==> src/rtl/rtc_edit_ctrl.sv <==
// rtc_edit_ctrl: front-panel edit controller for the RTC counter bank.
// Turns debounced button levels into a field select code and single-cycle up/down
// strobes (with auto-repeat), then runs a write-request handshake on exit.
module rtc_edit_ctrl #(
    parameter int NUM_FIELDS    = 9,
    parameter int HOLD_DELAY    = 25_000_000,
    parameter int REPEAT_PERIOD = 12_500_000,
    parameter int WR_TIMEOUT    = 1_000_000
) (
    input  logic       clk,
    input  logic       reset,
    input  logic       btn_prog,
    input  logic       btn_left,
    input  logic       btn_right,
    input  logic       btn_up,
    input  logic       btn_down,
    input  logic       wr_ack,
    output logic [3:0] en_count,
    output logic       en_up,
    output logic       en_down,
    output logic       edit_active,
    output logic       wr_req,
    output logic       wr_err
);

    localparam int RPT_MAX = (HOLD_DELAY > REPEAT_PERIOD) ? HOLD_DELAY : REPEAT_PERIOD;
    localparam int RPT_W   = (RPT_MAX > 1) ? $clog2(RPT_MAX) : 1;
    localparam int WT_W    = (WR_TIMEOUT > 1) ? $clog2(WR_TIMEOUT) : 1;

    localparam logic [3:0]       LAST_FIELD = 4'(NUM_FIELDS);
    localparam logic [RPT_W-1:0] HOLD_LAST  = RPT_W'(HOLD_DELAY - 1);
    localparam logic [RPT_W-1:0] PER_LAST   = RPT_W'(REPEAT_PERIOD - 1);
    localparam logic [WT_W-1:0]  WT_LAST    = WT_W'(WR_TIMEOUT - 1);

    // Bit positions inside the button vectors.
    localparam int B_PROG  = 0;
    localparam int B_LEFT  = 1;
    localparam int B_RIGHT = 2;
    localparam int B_UP    = 3;
    localparam int B_DOWN  = 4;

    typedef enum logic [1:0] {
        S_IDLE   = 2'd0,
        S_EDIT   = 2'd1,
        S_COMMIT = 2'd2
    } state_t;

    state_t           state_q,    state_d;
    logic [4:0]       btn_s_q,    btn_s_d;     // registered button levels
    logic [4:0]       btn_p_q,    btn_p_d;     // previous registered levels, for edge detect
    logic [3:0]       en_count_q, en_count_d;
    logic             en_up_q,    en_up_d;
    logic             en_down_q,  en_down_d;
    logic             wr_err_q,   wr_err_d;
    logic             armed_q,    armed_d;     // a strobe was issued and the button is still held
    logic             rpt_dir_q,  rpt_dir_d;   // 0: repeating up, 1: repeating down
    logic             rpt_mode_q, rpt_mode_d;  // 0: waiting hold delay, 1: periodic repeat
    logic [RPT_W-1:0] rpt_cnt_q,  rpt_cnt_d;
    logic [WT_W-1:0]  wt_cnt_q,   wt_cnt_d;

    logic [4:0] rise;
    logic       hold_up;
    logic       hold_dn;
    logic       field_chg;

    assign rise      = btn_s_q & ~btn_p_q;
    assign hold_up   = btn_s_q[B_UP] & ~btn_s_q[B_DOWN];
    assign hold_dn   = btn_s_q[B_DOWN] & ~btn_s_q[B_UP];
    // Left and right rising together cancel each other.
    assign field_chg = rise[B_RIGHT] ^ rise[B_LEFT];

    // Next-state, field select, strobe and repeat/timeout counter logic.
    always_comb begin
        state_d    = state_q;
        btn_s_d    = {btn_down, btn_up, btn_right, btn_left, btn_prog};
        btn_p_d    = btn_s_q;
        en_count_d = en_count_q;
        en_up_d    = 1'b0;
        en_down_d  = 1'b0;
        wr_err_d   = wr_err_q;
        armed_d    = armed_q;
        rpt_dir_d  = rpt_dir_q;
        rpt_mode_d = rpt_mode_q;
        rpt_cnt_d  = rpt_cnt_q;
        wt_cnt_d   = wt_cnt_q;

        case (state_q)
            S_IDLE: begin
                armed_d   = 1'b0;
                rpt_cnt_d = '0;
                wt_cnt_d  = '0;
                if (rise[B_PROG]) begin
                    state_d    = S_EDIT;
                    en_count_d = 4'd1;
                    wr_err_d   = 1'b0;
                end
            end

            S_EDIT: begin
                if (rise[B_PROG]) begin
                    state_d    = S_COMMIT;
                    en_count_d = 4'd0;
                    wt_cnt_d   = '0;
                    armed_d    = 1'b0;
                    rpt_cnt_d  = '0;
                end else if (field_chg) begin
                    if (rise[B_RIGHT]) begin
                        en_count_d = (en_count_q >= LAST_FIELD) ? 4'd1 : en_count_q + 4'd1;
                    end else begin
                        en_count_d = (en_count_q <= 4'd1) ? LAST_FIELD : en_count_q - 4'd1;
                    end
                    armed_d   = 1'b0;
                    rpt_cnt_d = '0;
                end else if (rise[B_UP] && hold_up) begin
                    en_up_d    = 1'b1;
                    armed_d    = 1'b1;
                    rpt_dir_d  = 1'b0;
                    rpt_mode_d = 1'b0;
                    rpt_cnt_d  = '0;
                end else if (rise[B_DOWN] && hold_dn) begin
                    en_down_d  = 1'b1;
                    armed_d    = 1'b1;
                    rpt_dir_d  = 1'b1;
                    rpt_mode_d = 1'b0;
                    rpt_cnt_d  = '0;
                end else if (armed_q && (rpt_dir_q ? hold_dn : hold_up)) begin
                    // rpt_cnt_q counts cycles since the last strobe, minus one.
                    if (rpt_cnt_q == (rpt_mode_q ? PER_LAST : HOLD_LAST)) begin
                        en_up_d    = ~rpt_dir_q;
                        en_down_d  = rpt_dir_q;
                        rpt_mode_d = 1'b1;
                        rpt_cnt_d  = '0;
                    end else begin
                        rpt_cnt_d = rpt_cnt_q + 1'b1;
                    end
                end else begin
                    // Released, both held, or never armed: repeat needs a fresh press.
                    armed_d   = 1'b0;
                    rpt_cnt_d = '0;
                end
            end

            S_COMMIT: begin
                if (wr_ack) begin
                    state_d = S_IDLE;
                end else if (wt_cnt_q == WT_LAST) begin
                    state_d  = S_IDLE;
                    wr_err_d = 1'b1;
                end else begin
                    wt_cnt_d = wt_cnt_q + 1'b1;
                end
            end

            default: begin
                state_d    = S_IDLE;
                en_count_d = 4'd0;
            end
        endcase
    end

    // State and datapath registers, cleared asynchronously.
    always_ff @(posedge clk or posedge reset) begin
        if (reset) begin
            state_q    <= S_IDLE;
            btn_s_q    <= '0;
            btn_p_q    <= '0;
            en_count_q <= '0;
            en_up_q    <= 1'b0;
            en_down_q  <= 1'b0;
            wr_err_q   <= 1'b0;
            armed_q    <= 1'b0;
            rpt_dir_q  <= 1'b0;
            rpt_mode_q <= 1'b0;
            rpt_cnt_q  <= '0;
            wt_cnt_q   <= '0;
        end else begin
            state_q    <= state_d;
            btn_s_q    <= btn_s_d;
            btn_p_q    <= btn_p_d;
            en_count_q <= en_count_d;
            en_up_q    <= en_up_d;
            en_down_q  <= en_down_d;
            wr_err_q   <= wr_err_d;
            armed_q    <= armed_d;
            rpt_dir_q  <= rpt_dir_d;
            rpt_mode_q <= rpt_mode_d;
            rpt_cnt_q  <= rpt_cnt_d;
            wt_cnt_q   <= wt_cnt_d;
        end
    end

    assign en_count    = en_count_q;
    assign en_up       = en_up_q;
    assign en_down     = en_down_q;
    assign edit_active = (state_q == S_EDIT);
    assign wr_req      = (state_q == S_COMMIT);
    assign wr_err      = wr_err_q;

endmodule

==> config.mk <==
export PLATFORM = sky130hd
export DESIGN_NAME = rtc_edit_ctrl
export DESIGN_NICKNAME = d
export VERILOG_FILES = /design/src/rtl/rtc_edit_ctrl.sv
export SDC_FILE = /design/constraint.sdc
export NUM_CORES = 1
export LEC_CHECK = 0
export CAP_MARGIN = 20
export CORE_MARGIN = 10
export CORE_UTILIZATION = 45
export CTS_BUF_LIST = sky130_fd_sc_hd__clkbuf_4 sky130_fd_sc_hd__clkbuf_8 sky130_fd_sc_hd__clkbuf_16
export DETAILED_ROUTE_END_ITERATION = 10
export GPL_ROUTABILITY_DRIVEN = 0
export PLACE_DENSITY = 0.63
export SYNTH_ARGS = -nofsm -noshare
export SYNTH_HDL_FRONTEND = slang
export SYNTH_SLANG_ARGS = --single-unit
==> constraint.sdc <==
create_clock -name clk -period 3.6 [get_ports clk]
set_clock_uncertainty 0.15 [all_clocks]
set_input_delay 1.08 -clock clk [delete_from_list [all_inputs] [get_ports clk]]
set_output_delay 1.08 -clock clk [all_outputs]
set_load 0.01 [all_outputs]
==> results.toml, run 1 <==
[placement]
io_buffers = 16
place_ws_ps = 471.0
dp_hpwl_um = 5457
dpl.cell_count = 491
place_area_um2 = 3885

[layout]
drive_gt1_frac = 0.08148
postLayoutCellArea_um2 = 4111
ff_latch_area_um2 = 1677
nNetsFinal = 413
multi_input_area_um2 = 1829
fillCellCount = 719
finish.utilization = 0.5266
stdcell_count = 507
syn_to_final_growth_pct = 12.69
insertedDiodeCount = 0

[logic_synthesis]
synth_compound_area_frac = 0.1269
ys_ff_latch = 67
synth_mux_area_frac = 0.005487
synth_common_cells = "dfrtp_1 (67), nor2_1 (38), nand2_1 (30)"
post_synth_num_cell_types = 55
synth-edff-count = 0
synthFlopType = "dfrtp_1"
syn_inst = 385
syn_area_per_cell_um2 = 9.477
yosysMostFrequentCell = "dfrtp_1"
synth_top_area_share = 0.4595
yosys.area_share.xor_xnor = 0.06447
synth_seq_area_share = 0.4595
synthesis.area_um2 = 3648
yosys_warnings = 0
synthAdderAreaFrac = 0.01715
yosysTopAreaCell = "dfrtp_1"
ys_top_cells_by_area = "dfrtp_1 (46%), xnor2_1 (4.6%), nor2_1 (3.9%)"
async_flop_share = 1.000
synth_top_family_by_area = "simple AND/OR/NAND/NOR gates"
yosys.area_share.simple = 0.2874
synth_nets = 398

[sta]
hold_viol = 0
slew_violations = 0
rsz0062_at_grt = "false"
tns_ps = 0
fin_ws_ps = 529.3
finalCritPeriodShare = 0.8530
fin_crit_ps = 3071
worstMarginPinSlew_ps = 783.6
slew_headroom = 0.4757
timing.fmax_mhz = 325.7
finalSetupViolCount = 0

[drt]
num_vias = 2925
antenna_left = 0
finalWirelength_um = 7773
drc = 0
drt_iter0_drc = 132
wire_per_inst_um = 15.33
drtPass1Iterations = 4
vias_per_cell = 5.769

[setup_path]
crit_arrival_ps = 1840
worstSetupPathType = "register to output pin"
endpoint_kind = "output pin"
reg2reg_depth = 6
start_kind = "register"
crit_fanout = 11
critPathRequiredTime_ps = 2370

[grt]
busiest_layer = "met2"
grt_util_met3 = 0.04411
met2_usage = 0.2083
met1_usage = 0.1860
track_usage = 0.1389
grt_start_max_net_pins = 56
grt_pass1_wl_um = 13430
antenna_found_initial = 0
grt_pass1_vias = 2729
overflow = 0

[clock_network]
cts_buffers = 9
path_clk_slew_ps = 70
cts_resized = 0
cts_setup_buffers = 0
cts_root_buf = "clkbuf_8"
cts_hold_buf = 0
worstSkewPairLatency_ps = 350
tritoncts = "built"
clk_path_buf_depth = 2
htree_levels = 3
clock-sinks = 67

[floorplanning]
initial_core_util = 0.4673
die_w_um = 110.0
dieArea_um2 = 12110
pin_count = 17
rows = 32
die_h_um = 110.0
fp.coreArea_um2 = 7807

[flow_run]
cap_violations = 0

[power]
p_leak_uw = 0.001597
p_per_area_nw_per_um2 = 504.6
ir_worst_vdd_v = 0.0003120

[outcome]
outcome = "completed"

[hold_path]
hp-class = "register to register"
whs_path_depth = 0
[through the flow]
step | total power, µW | hold slack [ps]
after floorplan | 1209 | 196.5
after global placement | 1388 | 206.1
after detailed placement | 1391 | 211.8
after CTS | 2103 | 228.0
after global routing | 2205 | 239.5
final | 2074 | 225.9
[state kept, by name, summed over array words and instances (netlist names)]
name	flops
btn_p_q	5
en_down	1
rpt_cnt_q	25
armed_q	1
rpt_mode_q	1
wt_cnt_q	20
rpt_dir_q	1
en_up	1
state_q	2
btn_p_d	5
en_count	4
wr_err	1
[where the power goes]
group	leakage (µW)	switching [µW]	total (µW)	internal, µW
Sequential	0.000900	75.8	874	798
Clock	0.000108	294	702	408
Combinational	0.000589	308	498	190
Total	0.00160	678	2070	1400
[area by class of cell]
class,instances,share of cell area
clock inverter,6,0.02161
clock buffer,10,0.03348
timing repair buffer,21,0.05113
tap,102,0.03104
sequential,67,0.4078
multi-input combinational,290,0.4449
inverter,11,0.01004
[worst max-delay path, stage by stage (launching register included)]
cell and delay (ps):
dfrtp_1 610, inv_1 170, nor2_1 170, clkdlybuf4s50_1 560
[cell families (layout without fill, tap and decap cells)]
logic type,after synthesis,after routing
buffers and inverters,28,48
flip-flops,67,67
AO/OA/AOI/OAI,71,71
XOR/XNOR,26,26
adder cells (fa/ha/maj),5,5
multiplexers,2,2
AND/OR/NAND/NOR,186,186
[cells in the final DEF, fill, tap and decap left out, types with 7 or more instances in the layout]
cell	Yosys	layout
dfrtp_1	67	67
nor2_1	38	38
nand2_1	30	30
nand3_1	23	23
o21ai_0	19	19
xnor2_1	19	19
a21oi_1	16	16
clkdlybuf4s50_1	0	16
or3_1	13	13
nor3_1	13	13
nor4_1	10	10
clkbuf_8	0	10
nand4_1	9	9
inv_1	10	9
nor4b_1	8	8
or4_1	7	7
o31ai_1	7	7
[metal layers]
metal / up-vias / routed length [µm]
met5: - / 0
met1: 1439 / 3716
met3: 5 / 354
met4: 0 / 51
li1: 1441 / -
met2: 40 / 3650
[final timing paths]
kind                                 endpoint          from  slack (ps)
worst min register to register     btn_p_q[1]    btn_p_d[1]         230
min in group asynchronous          btn_p_d[4]         reset         840
worst min-delay path               btn_p_q[1]    btn_p_d[1]         230
worst max-delay path              edit_active    state_q[0]         530
max in group asynchronous         wt_cnt_q[1]         reset        1880
worst max register to register  rpt_cnt_q[15]  rpt_cnt_q[0]         890
Note: power is estimated with default switching activity, not from simulation.
==> run 2, diff against run 1 <==
Settings changed: SKIP_LAST_GASP from default to 1.
==> results of run 2 <==
Final layout, timing and power as in run 1 (identical DEF).
==> run 3, diff against run 2 <==
--- a/config.mk
+++ b/config.mk
@@ -7,3 +7,2 @@
 export LEC_CHECK = 0
-export CAP_MARGIN = 20
 export CORE_MARGIN = 10
--- a/constraint.sdc
+++ b/constraint.sdc
@@ -4,2 +4,2 @@
 set_output_delay 1.08 -clock clk [all_outputs]
-set_load 0.01 [all_outputs]
+set_load 0.005 [all_outputs]
==> results of run 3 <==
The final DEF is identical to that of run 1. Status: completed.
Among the figures that moved: setup slack after layout 529.3 ps -> 564.2 ps; total power 2074 µW -> 2062 µW; worst IR drop on VDD 0.0003120 V -> 0.0003023 V
